**src/rtl/sw_accum_pkg.sv**
```systemverilog
// sw_accum_pkg: shared constants for the switch/key accumulator peripheral.
//   - Avalon word addresses of the four registers
//   - bit positions inside STATUS
//   - roles of the first two keys
//   - request bundle used internally by the register file
package sw_accum_pkg;

  localparam logic [1:0] ADDR_ACC    = 2'd0;
  localparam logic [1:0] ADDR_STATUS = 2'd1;
  localparam logic [1:0] ADDR_EDGE   = 2'd2;
  localparam logic [1:0] ADDR_MASK   = 2'd3;

  // STATUS: bit0 sticky overflow, debounced key levels start at bit1
  localparam int STAT_OVF     = 0;
  localparam int STAT_KEY_LSB = 1;

  localparam int KEY_CLR = 0;
  localparam int KEY_ACC = 1;

  typedef struct packed {
    logic [1:0]  addr;
    logic        rd;
    logic        wr;
    logic [31:0] wdata;
  } avs_req_t;

endpackage

```
**src/rtl/sw_accum_if.sv**
```systemverilog
// sw_accum_if: Avalon-MM slave bus plus interrupt line of the accumulator.
//   avs_address/avs_read/avs_write/avs_writedata : master -> slave
//   avs_readdata (registered, 1-cycle latency), irq : slave -> master
interface sw_accum_if;
  logic [1:0]  avs_address;
  logic        avs_read;
  logic        avs_write;
  logic [31:0] avs_writedata;
  logic [31:0] avs_readdata;
  logic        irq;

  modport master (output avs_address, avs_read, avs_write, avs_writedata,
                  input  avs_readdata, irq);
  modport slave  (input  avs_address, avs_read, avs_write, avs_writedata,
                  output avs_readdata, irq);
endinterface

```
**src/rtl/sw_accum_pio_key_debounce.sv**
```systemverilog
// key_debounce: one push-button channel.
//   clk_clk, reset_reset_n : clock, synchronous active-low reset
//   raw_n                  : raw active-low button, asynchronous
//   level                  : debounced level (1 = released)
//   press                  : one-cycle pulse on a debounced 1->0 transition
// Two-flop synchroniser, then a counter that only runs while the synced
// level disagrees with the debounced one; DEBOUNCE_CYC consecutive
// disagreeing cycles commit the new level.
module key_debounce #(
  parameter int DEBOUNCE_CYC = 50000
) (
  input  logic clk_clk,
  input  logic reset_reset_n,
  input  logic raw_n,
  output logic level,
  output logic press
);
  localparam int CW = $clog2(DEBOUNCE_CYC);

  logic [1:0]    sync;
  logic [CW-1:0] cnt;
  logic          level_q;

  always_ff @(posedge clk_clk) begin
    if (!reset_reset_n) begin
      sync    <= 2'b11;
      cnt     <= '0;
      level   <= 1'b1;
      level_q <= 1'b1;
    end else begin
      sync    <= {sync[0], raw_n};
      level_q <= level;
      if (sync[1] == level) begin
        cnt <= '0;
      end else if (cnt == CW'(DEBOUNCE_CYC - 1)) begin
        level <= sync[1];
        cnt   <= '0;
      end else begin
        cnt <= cnt + CW'(1);
      end
    end
  end

  // high for the cycle after the debounced level falls
  assign press = level_q & ~level;

endmodule

```
**src/rtl/sw_accum_pio.sv**
```systemverilog
// sw_accum_pio: switch/key accumulator with Avalon-MM slave and interrupt.
//   clk_clk, reset_reset_n : clock, synchronous active-low reset
//   sw_i                   : raw switches (asynchronous)
//   key_n_i                : raw active-low keys; key0 clears, key1 accumulates
//   led_o                  : accumulator value
//   avs                    : register bus (ACC, STATUS, EDGE, MASK) and irq
module sw_accum_pio
  import sw_accum_pkg::*;
#(
  parameter int DATA_W       = 8,
  parameter int N_KEYS       = 2,
  parameter int DEBOUNCE_CYC = 50000,
  parameter int SAT_MODE     = 0
) (
  input  logic              clk_clk,
  input  logic              reset_reset_n,
  input  logic [DATA_W-1:0] sw_i,
  input  logic [N_KEYS-1:0] key_n_i,
  output logic [DATA_W-1:0] led_o,
  sw_accum_if.slave         avs
);

  logic [1:0][DATA_W-1:0] sw_sync;
  logic [N_KEYS-1:0]      key_lvl, key_press;
  logic [N_KEYS-1:0]      edge_q, mask_q;
  logic [DATA_W-1:0]      acc, acc_n;
  logic                   ovf, ovf_n;
  logic [DATA_W:0]        sum;
  logic [31:0]            rd_mux;
  logic                   wr_acc, wr_stat, wr_edge, wr_mask;
  logic                   unused_wdata;
  avs_req_t               req;

  genvar k;
  generate
    for (k = 0; k < N_KEYS; k++) begin : g_key
      key_debounce #(.DEBOUNCE_CYC(DEBOUNCE_CYC)) u_db (
        .clk_clk       (clk_clk),
        .reset_reset_n (reset_reset_n),
        .raw_n         (key_n_i[k]),
        .level         (key_lvl[k]),
        .press         (key_press[k])
      );
    end
  endgenerate

  always_comb begin
    req.addr  = avs.avs_address;
    req.rd    = avs.avs_read;
    req.wr    = avs.avs_write;
    req.wdata = avs.avs_writedata;
  end

  assign wr_acc       = req.wr && (req.addr == ADDR_ACC);
  assign wr_stat      = req.wr && (req.addr == ADDR_STATUS);
  assign wr_edge      = req.wr && (req.addr == ADDR_EDGE);
  assign wr_mask      = req.wr && (req.addr == ADDR_MASK);
  assign unused_wdata = ^req.wdata;

  // clear beats a bus write to ACC, which beats accumulate
  always_comb begin
    sum   = {1'b0, acc} + {1'b0, sw_sync[1]};
    acc_n = acc;
    ovf_n = ovf;
    if (key_press[KEY_CLR]) begin
      acc_n = '0;
      ovf_n = 1'b0;
    end else if (wr_acc) begin
      acc_n = req.wdata[DATA_W-1:0];
    end else begin
      if (key_press[KEY_ACC])
        acc_n = (SAT_MODE != 0 && sum[DATA_W]) ? '1 : sum[DATA_W-1:0];
      // a carry in the same cycle as a W1C keeps the flag set
      ovf_n = (ovf & ~(wr_stat & req.wdata[STAT_OVF])) | (key_press[KEY_ACC] & sum[DATA_W]);
    end
  end

  always_comb begin
    rd_mux = '0;
    case (req.addr)
      ADDR_ACC:    rd_mux[DATA_W-1:0] = acc;
      ADDR_STATUS: begin
        rd_mux[STAT_OVF]                = ovf;
        rd_mux[STAT_KEY_LSB +: N_KEYS]  = key_lvl;
      end
      ADDR_EDGE:   rd_mux[N_KEYS-1:0] = edge_q;
      default:     rd_mux[N_KEYS-1:0] = mask_q;
    endcase
  end

  always_ff @(posedge clk_clk) begin
    if (!reset_reset_n) begin
      sw_sync          <= '0;
      acc              <= '0;
      ovf              <= 1'b0;
      edge_q           <= '0;
      mask_q           <= '0;
      avs.avs_readdata <= '0;
      avs.irq          <= 1'b0;
    end else begin
      sw_sync <= {sw_sync[0], sw_i};
      acc     <= acc_n;
      ovf     <= ovf_n;
      // new press events win over a W1C of the same bit
      edge_q  <= (edge_q & ~(wr_edge ? req.wdata[N_KEYS-1:0] : '0)) | key_press;
      if (wr_mask) mask_q <= req.wdata[N_KEYS-1:0];
      if (req.rd)  avs.avs_readdata <= rd_mux;
      avs.irq <= |(edge_q & mask_q);
    end
  end

  assign led_o = acc;

endmodule

```
**src/flat_wrapper.sv**
```systemverilog
// flat-port wrapper written by rule: the top's interface ports become plain ports
module sw_accum_pio_flat import sw_accum_pkg::*;
#(
  parameter int DATA_W       = 8,
  parameter int N_KEYS       = 2,
  parameter int DEBOUNCE_CYC = 50000,
  parameter int SAT_MODE     = 0
)
  (clk_clk, reset_reset_n, sw_i, key_n_i, led_o, avs_avs_address, avs_avs_read, avs_avs_write, avs_avs_writedata, avs_avs_readdata, avs_irq);
  sw_accum_if avs_i ();
  input  logic clk_clk;
  input  logic reset_reset_n;
  input  logic [DATA_W-1:0] sw_i;
  input  logic [N_KEYS-1:0] key_n_i;
  output logic [DATA_W-1:0] led_o;
  input wire logic [$bits(avs_i.avs_address)-1:0] avs_avs_address;
  input wire logic [$bits(avs_i.avs_read)-1:0] avs_avs_read;
  input wire logic [$bits(avs_i.avs_write)-1:0] avs_avs_write;
  input wire logic [$bits(avs_i.avs_writedata)-1:0] avs_avs_writedata;
  output wire logic [$bits(avs_i.avs_readdata)-1:0] avs_avs_readdata;
  output wire logic [$bits(avs_i.irq)-1:0] avs_irq;
  assign avs_i.avs_address = avs_avs_address;
  assign avs_i.avs_read = avs_avs_read;
  assign avs_i.avs_write = avs_avs_write;
  assign avs_i.avs_writedata = avs_avs_writedata;
  assign avs_avs_readdata = avs_i.avs_readdata;
  assign avs_irq = avs_i.irq;
  sw_accum_pio #(.DATA_W(DATA_W), .N_KEYS(N_KEYS), .DEBOUNCE_CYC(DEBOUNCE_CYC), .SAT_MODE(SAT_MODE)) u_core (.clk_clk(clk_clk), .reset_reset_n(reset_reset_n), .sw_i(sw_i), .key_n_i(key_n_i), .led_o(led_o), .avs(avs_i));
endmodule
```
**config.mk**
```make
export PLATFORM = sky130hd
export DESIGN_NAME = sw_accum_pio_flat
export DESIGN_NICKNAME = d
export VERILOG_FILES = /design/src/rtl/sw_accum_pkg.sv /design/src/rtl/sw_accum_if.sv /design/src/rtl/sw_accum_pio_key_debounce.sv /design/src/rtl/sw_accum_pio.sv /design/src/flat_wrapper.sv
export SDC_FILE = /design/constraint.sdc
export NUM_CORES = 1
export LEC_CHECK = 0
export BUFFER_PORTS_ARGS = -buffer_cell sky130_fd_sc_hd__buf_2
export CAP_MARGIN = 20
export CORE_ASPECT_RATIO = 1.1
export CORE_MARGIN = 1.5
export CORE_UTILIZATION = 35
export DETAILED_ROUTE_END_ITERATION = 8
export HOLD_SLACK_MARGIN = 0.05
export PLACE_DENSITY = 0.58
export SLEW_MARGIN = 20
export SYNTH_ARGS = -nofsm -noshare
export SYNTH_HDL_FRONTEND = slang
export SYNTH_HIERARCHICAL = 1
export SYNTH_SLANG_ARGS = --single-unit
```
**constraint.sdc**
```tcl
create_clock -name clk_clk -period 2.4 [get_ports clk_clk]
set_input_delay 0.24 -clock clk_clk [delete_from_list [all_inputs] [get_ports clk_clk]]
set_output_delay 0.24 -clock clk_clk [all_outputs]
set_load 0.05 [all_outputs]
```
## Word-level counts from Yosys, hierarchy flattened

Index checks and enable logic that the tools add are counted.

- Bits in registers: 78
- Output and inout port bits: 41
- Logic and storage cells: 60

- Add/subtract/negate cells: 3
- Equal/unequal tests: 7
- Mux-type cells: 6
- Bitwise operators: 16
- Reductions and logical operators: 12

Operator list:

| operator | count |
|---|---|
| $add 16x1->16 const B | 2 |
| $eq 16x16->1 const B | 2 |
| $mux 8 | 2 |
| $add 8x8->9 | 1 |
| $not 1->1 | 6 |
| $pmux 2 s3 | 1 |
| $reduce_or 3->1 | 2 |
| $and 1x1->1 | 5 |
| $mux 5 | 1 |
| $and 2x2->2 | 2 |
| $eq 2x2->1 const B | 2 |
| $logic_and 1x1->1 | 4 |
| $reduce_and 2->1 | 2 |
| $reduce_or 2->1 | 2 |
| $eq 1x1->1 | 2 |
| $eq 2x1->1 const B | 1 |
| $logic_not 2->1 | 1 |
| $mux 2 | 1 |
| $not 2->2 | 1 |
| $or 2x2->2 | 1 |
| $pmux 1 s2 | 1 |
| $reduce_bool 2->1 | 1 |
| $or 1x1->1 | 1 |

## Logic depth before layout (Yosys ltp)

Gate-level depths: netlist of the first run.

- Depth in word-level cells: 6
- Mapped depth: 7
- Gate-level depth less buffers: 7

## Hierarchy

Netlist of the first run, hierarchy kept.

By module, submodules not included:

| module | times used | cells an instance | area an instance (um^2) |
|---|---|---|---|
| sw_accum_pio | 1 | 207 | 1965.6 |
| key_debounce | 2 | 90 | 880.8 |

## Worst setup path before layout of the first run

Ideal clock, no wire load.

- Kind: register to register
- From: reg u_core.acc[0], in the netlist u_core/led_o[0]
- To: reg u_core.acc[4], in the netlist u_core/led_o[4]
- Setup time: 120 ps
- Arrival: 1973 ps
- Data required time: 2280 ps
- Path slack: 307 ps
- Cell stages (with the launch flop): 8
- Buffers on the path: 0
- Period minus slack after synthesis: 2093 ps
- Cell sequence: dfxtp_1 > ha_1 > inv_1 > fa_1 > nor2b_1 > o31a_1 > a211oi_1 > o31a_1

- Word-level cells in the longest chain between the ends: 3

RTL lines:

| what | line | source |
|---|---|---|
| from (decl) | sw_accum_pio.sv:26 | `logic [DATA_W-1:0] acc, acc_n;` |
| from (signal assigned) | sw_accum_pio.sv:102 | `acc <= acc_n;` |
| $add 8x8->9 | sw_accum_pio.sv:62 | `sum = {1'b0, acc} + {1'b0, sw_sync[1]};` |
| $mux 8 | sw_accum_pio.sv:71 | `if (key_press[KEY_ACC])` |
| $mux 8 | sw_accum_pio.sv:68 | `end else if (wr_acc) begin` |

Every way passes these cells. The select of a mux whose other input is x is not followed.
A chain may end at the register's enable or synchronous reset.

## Worst setup path in the final report of the first run

Ends and elaborated chain as after synthesis.

==> results of run 1 <==
cell usage in the layout, fill, tap and decap left out, drive strengths merged, types with 8 or more instances in the layout:
cell type,instances
dfxtp,78
buf,45
nor2,40
conb,24
and2,17
xnor2,17
nand3,17
nand2,16
nor2b,14
nand2b,14
xor2,13
clkbuf,12
a21oi,11
inv,10
nor3,10
ha,10
mux2i,9
nand4,8
path summary, 6_finish.rpt:
kind                                              startpoint                            to  slack [ps]  depth (start not counted)
worst max-delay path                         u_core/led_o[0]               u_core/led_o[4]         490                          7
worst min-delay path                              key_n_i[1]  u_core/g_key[1].u_db/sync[0]          90                          2
worst max register to register               u_core/led_o[0]               u_core/led_o[4]         490                          7
worst min register to register  u_core/g_key[0].u_db/sync[0]  u_core/g_key[0].u_db/sync[1]         410                          1
stage by stage:
step | power, uW | worst slack (ps) | instance area [sq um] | hold slack [ps] | util
CTS | 3016 | 482.8 | 4277 | 71.94 | 0.4115
detailed placement | 1610 | 493.2 | 3968 | 395.6 | 0.3817
global route | 3090 | 326.1 | 4277 | 86.59 | 0.4115
floorplan | 1589 | 307.1 | 3814 | 301.9 | -
global placement | 1608 | 532.0 | 3968 | 393.6 | 0.3817
finish | 2967 | 490.7 | 4277 | 90.46 | 0.4115
cell type report:
class / count / area share
Multi-Input combinational cell: 288 / 0.4564
Sequential cell: 78 / 0.3651
Clock buffer: 12 / 0.06232
Timing Repair Buffer: 45 / 0.05559
Tap cell: 143 / 0.04184
Clock inverter: 3 / 0.009947
Inverter: 10 / 0.008777
metal layers:
metal	GRT usage	share of wire	routed length (um)
met1	0.1765	0.49	3420
met2	0.2058	0.46	3248
met3	0.03846	0.044	307
met4	0.05093	0.0080	56
met5	0	0	0
where the power goes:
| part | leakage [uW] | switching, uW | internal (uW) |
|---|---|---|---|
| Clock | 0.000151 | 503 | 882 |
| Combinational | 0.000856 | 180 | 65.3 |
| Sequential | 0.000634 | 15.5 | 1320 |
| Total | 0.00164 | 699 | 2270 |
kinds of logic after synthesis:
group | synth area share
flip-flops | 0.4189
buffers and inverters | 0.08056
multiplexers | 0.03625
other | 0.001006
AND/OR/NAND/NOR | 0.2655
XOR/XNOR | 0.07049
AO/OA/AOI/OAI | 0.08829
adder cells (fa/ha/maj) | 0.03894
sequential cells by signal, summed over array words and instances, names as in the netlist:
name and flops:
u_core/avs.avs_readdata 8, u_core/avs.irq 1, u_core/edge_q 2, u_core/g_key.u_db/cnt 32
u_core/g_key.u_db/level 2, u_core/g_key.u_db/level_q 2, u_core/g_key.u_db/sync 4, u_core/led_o 8
u_core/mask_q 2, u_core/ovf 1, u_core/sw_sync 16
==> results.txt, run 1 <==
----------------------------------------------------
[Worst setup path]
  Cell type of the slowest stage on the worst timing path ... sky130_fd_sc_hd__dfxtp_1
  Most used cell, CP ... sky130_fd_sc_hd__o31a_1
  Cell-by-cell listing of the critical path ... ha_1, inv_1, fa_1, nor2b_1, o31a_1, a211oi_1, o31a_1
  Number of buffers and inverters on the critical path ... 1
  Kind of start point of the critical path ... flip-flop
  Data arrival time of the critical path ... roughly 2100 ps
  Crit-path leading delay family ... adder cells
  CP max FO ... 4
  Worst EP required ... roughly 2600 ps
  CP Capture Type ... flip-flop
  Worst setup path class ... flip-flop to flip-flop
  CP peak stage delay ... 390 ps

[Yosys]
  Avg Synthesized Cell Area ... 9.631 sq um
  Number of standard cells after synthesis ... 387
  Syn. warnings ... 6
  Number of distinct library cells after synthesis ... 54
  Leading cell types by total area after synthesis ... sky130_fd_sc_hd__dfxtp_1, sky130_fd_sc_hd__buf_4, sky130_fd_sc_hd__xnor2_1
  Flip-flop and latch count after synthesis ... 78
  Number of enable-type register cells in the synthesized netlist ... 0
  Most frequently used cell type in the post-synthesis netlist ... sky130_fd_sc_hd__dfxtp_1
  Synth top area share ... 0.4189
  Sequential fraction of the synthesis area ... 0.4189
  Post-synth design cell area ... 3727 sq um
  Most instantiated cells after synthesis ... sky130_fd_sc_hd__dfxtp_1, sky130_fd_sc_hd__buf_4, sky130_fd_sc_hd__nor2_1, sky130_fd_sc_hd__nor2_2
  Fraction of registers with async set/reset ... 0
  Most area-hungry cell type in the Yosys netlist ... sky130_fd_sc_hd__dfxtp_1
  Commonest register cell after synthesis ... sky130_fd_sc_hd__dfxtp_1

[Global routing]
  Global-route total usage across every layer ... 0.1339
  First-pass GRT wire length ... around 12 mm
  Via count of the first global-routing pass ... 2,557
  Initial antenna violation count ... 0
  Pin count of the biggest net entering global routing ... 25
  Remaining Overflow, GRT ... 0

[Clock network]
  Num CTS Buffers ... 9
  Number of buffers added for setup after CTS ... 0
  Library cell used as clock root buffer ... sky130_fd_sc_hd__clkbuf_16
  Clk_lat worst skew ... roughly 330 ps
  Clk slew on worst S/H paths ... 60 ps
  CTS Buffer Depth ... 2
  Hold_buf cts ... 0
  CTS sink count ... 78
  Post-CTS sizing ... 0
  Total number of H-tree levels ... 3
  TritonCTS clock tree ... yes

[Cells and area]
  Fillers ... 1,053
  Synth-to-layout area growth ... 14.74%
  Area of the multi-input gates ... roughly 2000 sq um
  Post-route non-filler standard cell count ... 579
  Antenna diode count ... 0
  Share of final-layout standard cells stronger than drive strength 1 ... 0.2064
  NumNets Final ... 491
  Register area ... 1562 sq um

[Power]
  Leakage component of the power ... 0.001641 uW
  Max IR drop VDD ... ~0.26 mV
  Pwr Density ... 693.7 nW/um^2

[Routing]
  Number of DRC violations after detailed routing ... 0
  Wire length reported by the detailed router ... 7.034 mm
  Detailed router's first-iteration violation count ... 87
  Routed length per instance ... roughly 12 um
  Total vias in the final route ... between 2,000 and 3,000
  Final ANT Viol Nets ... 0
  Total iterations of the first detailed-routing run ... 4
  Via/cell ratio ... 4.687

[Timing]
  Number of hold violations in the final report ... 0
  Unrepaired setup endpoints after global routing ... false
  Worst Skew ... 7.059 ps
  Final period demand of the worst path ... 1909 ps
  Slew Limit Fails ... 0
  Final-report setup violation count ... 0
  Maximum operating frequency ... approximately 0.52 GHz
  Part of the cycle the worst path needs ... 0.7956
  Aggregate negative setup slack ... 0 ps

[Hold path]
  Min-delay worst type ... input pin to flip-flop

[Floorplan]
  Die boundary height ... ~110 um
  Overall die area ... 11,280 sq um
  Die X-Extent ... 101.4 um
  Number of primary I/O pins ... 89
  Number of standard-cell rows in the floorplan ... 39
  Starting density of the core ... 0.3586
  Core ar. ... 10,390 sq um

[Placement]
  DP Cell Count ... between 500 and 600
  GP Congestion ... 0.7913
  Port buffer count ... 40
  Half-perimeter wire length after detailed placement ... 5.185 mm

[Run]
  Number of maximum-capacitance constraint violations ... 0

[Outcome]
  Status ... completed

----------------------------------------------------
No activity file was read; power rests on OpenSTA's default activity.
==> run 2, diff against run 1 <==
==> constraint.sdc (replaced) <==
create_clock -name clk_clk -period 1.9 [get_ports clk_clk]
set_input_delay 0.19 -clock clk_clk [delete_from_list [all_inputs] [get_ports clk_clk]]
set_output_delay 0.19 -clock clk_clk [all_outputs]
set_load 0.05 [all_outputs]
==> run 2 against run 1 <==
Global-route usage shrank 0.16 points. Register-to-register slack lost 380 ps. Clock power grew 32%.
==> results.txt, run 2 (same netlist as run 1, synthesis figures left out) <==
----------------------------------------------------
[Placement]
  Cell Area, Placed ... between 4000 and 5000 sq um
  Half-perimeter wire length after detailed placement ... 5.311 mm
  Port buffer count ... 40
  GP Congestion ... 0.7822

[Worst setup path]
  CP Capture Type ... flip-flop
  Kind of start point of the critical path ... flip-flop
  Worst EP required ... 2120 ps
  CP max FO ... 7
  Worst setup path class ... flip-flop to flip-flop
  Data arrival time of the critical path ... 2010 ps

[Timing]
  Number of hold violations in the final report ... 0
  Final-report setup violation count ... 0
  Part of the cycle the worst path needs ... 0.9438
  Unrepaired setup endpoints after global routing ... false
  Slew Limit Fails ... 0
  Aggregate negative setup slack ... 0 ps
  Worst Skew ... 2.889 ps
  Final period demand of the worst path ... between 1500 and 2000 ps
  Worst hold slack ... between 60 and 70 ps
  Maximum operating frequency ... around 0.56 GHz

[Clock network]
  Clk_lat worst skew ... 330 ps
  Clk slew on worst S/H paths ... ~60 ps
  CTS Buffer Depth ... 2
  Library cell used as clock root buffer ... sky130_fd_sc_hd__clkbuf_16
  CTS sink count ... 78
  Total number of H-tree levels ... 3
  Num CTS Buffers ... 9
  TritonCTS clock tree ... yes

[Routing]
  Routed length per instance ... 12.33 um
  Wire length reported by the detailed router ... 7.322 mm
  Detailed router's first-iteration violation count ... 62
  Final ANT Viol Nets ... 0
  Total iterations of the first detailed-routing run ... 4
  Via/cell ratio ... 4.744
  Total vias in the final route ... roughly 2,800
  Number of DRC violations after detailed routing ... 0

[Cells and area]
  Share of final-layout standard cells stronger than drive strength 1 ... 0.2373
  Highest-count cells in the layout ignoring fill and taps ... sky130_fd_sc_hd__dfxtp_1, sky130_fd_sc_hd__buf_2, sky130_fd_sc_hd__conb_1
  Antenna diode count ... 0
  Registers with the most flip-flops ... u_core/g_key.u_db/cnt x32, u_core/sw_sync x16
  Largest register FFs ... 32
  Fillers ... 1,049
  Most common cell after layout, fill and taps aside ... sky130_fd_sc_hd__dfxtp_1
  Synth-to-layout area growth ... 18.50%
  Finished Cell Area ... 4417 sq um
  Largest reg by FF count ... u_core/g_key.u_db/cnt
  NumNets Final ... 505

[Global routing]
  Initial antenna violation count ... 0
  Via count of the first global-routing pass ... 2,578
  Global-route total usage across every layer ... 0.1323
  Remaining Overflow, GRT ... 0
  Pin count of the biggest net entering global routing ... 24
  First-pass GRT wire length ... between 10 and 15 mm

[Power]
  Pwr Density ... 872.4 nW/um^2
  Leakage component of the power ... 0.001698 uW
  Max IR drop VDD ... 0.4559 mV

[Floorplan]
  Die X-Extent ... 101.4 um
  Die boundary height ... about 110 um
  Starting density of the core ... 0.3586
  Number of primary I/O pins ... 89
  Overall die area ... between 10,000 and 15,000 sq um
  Core ar. ... about 10,000 sq um
  Number of standard-cell rows in the floorplan ... 39

[Run]
  Number of maximum-capacitance constraint violations ... 0

[Outcome]
  Status ... completed

[Hold path]
  Min-delay worst type ... input pin to flip-flop

----------------------------------------------------
-- run 2: final timing paths --
| path | start | to | slack (ps) | cells past startpoint |
|---|---|---|---|---|
| worst max register to register | u_core/g_key[1].u_db/cnt[10] | u_core/g_key[1].u_db/cnt[11] | 110 | 4 |
| worst min-delay path | sw_i[7] | u_core/sw_sync[7] | 60 | 2 |
| worst min register to register | u_core/g_key[1].u_db/sync[0] | u_core/g_key[1].u_db/sync[1] | 430 | 1 |
| worst max-delay path | u_core/g_key[1].u_db/cnt[10] | u_core/g_key[1].u_db/cnt[11] | 110 | 4 |
-- run 2: through the flow --
stage,setup WS (ps),utilization,instances,power (uW)
3_3_place_gp,93.90,0.3893,574,2037
3_5_place_dp,67.66,0.3893,574,2039
6_report,106.7,0.4249,594,3853
5_1_grt,1.401,0.4249,594,3992
2_1_floorplan,0.8751,-,410,2008
4_1_cts,60.48,0.4225,592,3893
-- run 2: where the power goes --
part | switching [uW] | internal [uW]
Combinational | 233 | 90.2
Sequential | 19.2 | 1670
Clock | 657 | 1190
-- run 2: repair_timing --
| action | CTS | global route |
|---|---|---|
| buffers inserted | 0 | 0 |
| setup endpoints to repair | 0 | 3 |
| resized for setup | 0 | 2 |
| endpoints found under the hold margin | 2 | 0 |
| hold buffers | 2 | 0 |
-- run 2: critical path: stages (launching register included) --
cell and delay, ps:
sky130_fd_sc_hd__dfxtp_1 340, sky130_fd_sc_hd__or4_1 510, sky130_fd_sc_hd__or4_4 540, sky130_fd_sc_hd__nand3_2 230, sky130_fd_sc_hd__nor2_2 60
-- run 2: routing by layer --
metal / up-vias / wire length (um) / track usage / share of wire
met5: - / 0 / 0 / 0
met2: 66 / 3283 / 0.2054 / 0.45
met1: 1318 / 3609 / 0.1785 / 0.49
met4: 0 / 140 / 0.05833 / 0.019
li1: 1422 / - / - / -
met3: 12 / 289 / 0.02333 / 0.039
-- run 2: layout make-up --
type | instances | area, sq um | share of cell area
Multi-Input combinational cell | 290 | 1977 | 0.4476
Tap cell | 143 | 178.9 | 0.04051
Clock buffer | 11 | 242.7 | 0.05496
Sequential cell | 78 | 1565 | 0.3544
Inverter | 10 | 37.54 | 0.008499
Timing Repair Buffer | 57 | 332.8 | 0.07535
Clock inverter | 5 | 82.58 | 0.01870
==> run 3, diff against run 2 <==
--- a/config.mk
+++ b/config.mk
@@ -12,6 +12,7 @@
 export CORE_UTILIZATION = 35
 export DETAILED_ROUTE_END_ITERATION = 8
 export HOLD_SLACK_MARGIN = 0.05
+export MAX_ROUTING_LAYER = met4
 export PLACE_DENSITY = 0.58
 export SLEW_MARGIN = 20
 export SYNTH_ARGS = -nofsm -noshare
==> run 3 against run 2 <==
Cell count unchanged. Setup slack about the same. Via count is 0.28% higher. Worst hold slack got worse by 1.7 ps. Global-route usage up 0.38 points. Clock skew hardly changed. Utilization is the same. Count of clock-buffer cells in the layout unchanged. Combinational power about the same. Sequential power is essentially flat. Non-clock buffer count unchanged.
==> results.txt, run 3 (same netlist as run 1, synthesis figures left out) <==
----------------------------------------------------
[Worst setup path]
  Worst EP required ... 2120 ps
  Worst setup path class ... flip-flop to flip-flop
  Reg-to-reg critical path endpoint ... u_core/g_key[1].u_db/cnt[11]
  Launch instance of the worst register-to-register path ... u_core/g_key[1].u_db/cnt[10]
  Setup slack of the worst register-to-register path ... 110 ps
  Worst r2r path cells ... 4
  Kind of start point of the critical path ... flip-flop
  Data arrival time of the critical path ... 2020 ps
  Capture point of the worst path ... u_core/g_key[1].u_db/cnt[11]
  CP Capture Type ... flip-flop
  CP max FO ... 7
  Worst setup path start ... u_core/g_key[1].u_db/cnt[10]

[Routing]
  Number of DRC violations after detailed routing ... 0
  Via/cell ratio ... 4.758
  Final ANT Viol Nets ... 0
  Total iterations of the first detailed-routing run ... 4
  Total vias in the final route ... 2,826
  Wire length reported by the detailed router ... 7.340 mm
  Routed length per instance ... 12.36 um
  Detailed router's first-iteration violation count ... 57

[Cells and area]
  Finished Cell Area ... 4417 sq um
  Largest register FFs ... 32
  Synth-to-layout area growth ... 18.50%
  Largest reg by FF count ... u_core/g_key.u_db/cnt
  Antenna diode count ... 0
  Registers with the most flip-flops ... u_core/g_key.u_db/cnt x32, u_core/sw_sync x16
  Most common cell after layout, fill and taps aside ... sky130_fd_sc_hd__dfxtp_1
  NumNets Final ... 505
  Highest-count cells in the layout ignoring fill and taps ... sky130_fd_sc_hd__dfxtp_1, sky130_fd_sc_hd__buf_2, sky130_fd_sc_hd__conb_1
  Share of final-layout standard cells stronger than drive strength 1 ... 0.2373

[Clock network]
  Number of buffers added for setup after CTS ... 0
  Library cell used as clock root buffer ... sky130_fd_sc_hd__clkbuf_16
  Clk_lat worst skew ... ~330 ps
  Total number of H-tree levels ... 3
  CTS sink count ... 78
  CTS Buffer Depth ... 2
  TritonCTS clock tree ... yes
  Num CTS Buffers ... 9
  Clk slew on worst S/H paths ... approximately 60 ps

[Global routing]
  Most congested layer reported by global routing ... met2
  Remaining Overflow, GRT ... 0
  Pin count of the biggest net entering global routing ... 24
  Initial antenna violation count ... 0
  Via count of the first global-routing pass ... 2,574
  Global-route met1 utilization ... 0.1793
  Global-route total usage across every layer ... 0.1362
  First-pass GRT wire length ... 11.89 mm
  Met3 Usage GRT ... 0.02270
  Grt met2 use ... 0.2054

[Run]
  Number of maximum-capacitance constraint violations ... 0

[Timing]
  Maximum operating frequency ... approximately 0.56 GHz
  Aggregate negative setup slack ... 0 ps
  Part of the cycle the worst path needs ... 0.9440
  Slew Limit Fails ... 0
  Final-report setup violation count ... 0
  Number of hold violations in the final report ... 0
  Final period demand of the worst path ... 1794 ps
  Worst Skew ... around 3.2 ps
  Unrepaired setup endpoints after global routing ... false
  Minimum setup slack in the final design ... ~110 ps

[Floorplan]
  Overall die area ... approximately 11,000 sq um
  Core ar. ... 10,390 sq um
  Die X-Extent ... between 100 and 150 um
  Number of primary I/O pins ... 89
  Die boundary height ... 111.2 um
  Starting density of the core ... 0.3586
  Number of standard-cell rows in the floorplan ... 39

[Power]
  Switching share of total power ... 0.2365
  Leakage component of the power ... 0.001698 uW
  Relative contribution of combinational cells to total power ... 0.084
  Fraction of power consumed by sequential logic ... 0.438
  Cell internal pwr ... 2944 uW
  Part of the total power dissipated in the clock network ... 0.479
  Max IR drop VDD ... 0.4549 mV
  Pwr Density ... 873.2 nW/um^2
  Switching pwr ... 912.1 uW

[Hold path]
  Min-delay worst type ... input pin to flip-flop

[Placement]
  Worst slack at placement ... 67.66 ps
  Half-perimeter wire length after detailed placement ... around 5.3 mm
  Cell Area, Placed ... around 4000 sq um
  Port buffer count ... 40
  GP Congestion ... 0.7931

[Outcome]
  Status ... completed

----------------------------------------------------
==> run 3: cell counts in the layout (fill, tap and decap cells not counted) <==
No cell type changed its count.
==> run 3: cell type report <==
| type | instances | area (sq um) |
|---|---|---|
| inverter | 10 | 37.54 |
| clock inverter | 5 | 82.58 |
| timing repair buffer | 57 | 332.8 |
| clock buffer | 11 | 242.7 |
| tap | 143 | 178.9 |
| sequential | 78 | 1565 |
| fill | 1049 | 5977 |
| multi-input combinational | 290 | 1977 |
==> run 3: critical path, cell delays in order, from the launching register on <==
cell and delay [ps]:
sky130_fd_sc_hd__dfxtp_1 340, sky130_fd_sc_hd__or4_1 510, sky130_fd_sc_hd__or4_4 540, sky130_fd_sc_hd__nand3_2 230, sky130_fd_sc_hd__nor2_2 60
==> run 3: repair_timing <==
action	CTS	global route
endpoints found under the hold margin	2	0
resized for setup	0	2
hold buffers	2	0
setup endpoints to repair	0	3
==> run 3: power groups by stage <==
| stage | Sequential, uW | Combinational (uW) | Clock [uW] |
|---|---|---|---|
| detailed placement | 1720 | 315 | 0 |
| global placement | 1720 | 313 | 0 |
| global route | 1690 | 348 | 1950 |
| floorplan | 1750 | 257 | 0 |
| CTS | 1690 | 319 | 1890 |
| finish | 1690 | 323 | 1850 |
==> run 3: layer usage <==
layer  vias up  share of wire
met3        15          0.039
met1      1320           0.49
met5         -              0
met4         0          0.016
li1       1422              -
met2        69           0.45
==> run 3: worst min-delay path by stage <==
stage,start,endpoint,depth (start not counted)
floorplan,reset_reset_n,u_core/g_key[0].u_db/level,1
global placement,key_n_i[0],u_core/g_key[0].u_db/sync[0],2
detailed placement,key_n_i[1],u_core/g_key[1].u_db/sync[0],2
CTS,sw_i[7],u_core/sw_sync[7],2
global route,sw_i[3],u_core/sw_sync[3],2
finish,sw_i[7],u_core/sw_sync[7],2
==> run 3: stage by stage <==
stage               utilization  power (uW)  instances  hold slack [ps]
global route             0.4249        3992        594            61.92
detailed placement       0.3893        2039        574            374.4
CTS                      0.4225        3893        592            54.19
global placement         0.3893        2037        574            377.3
finish                   0.4249        3857        594            60.01
floorplan                     -        2008        410            251.9
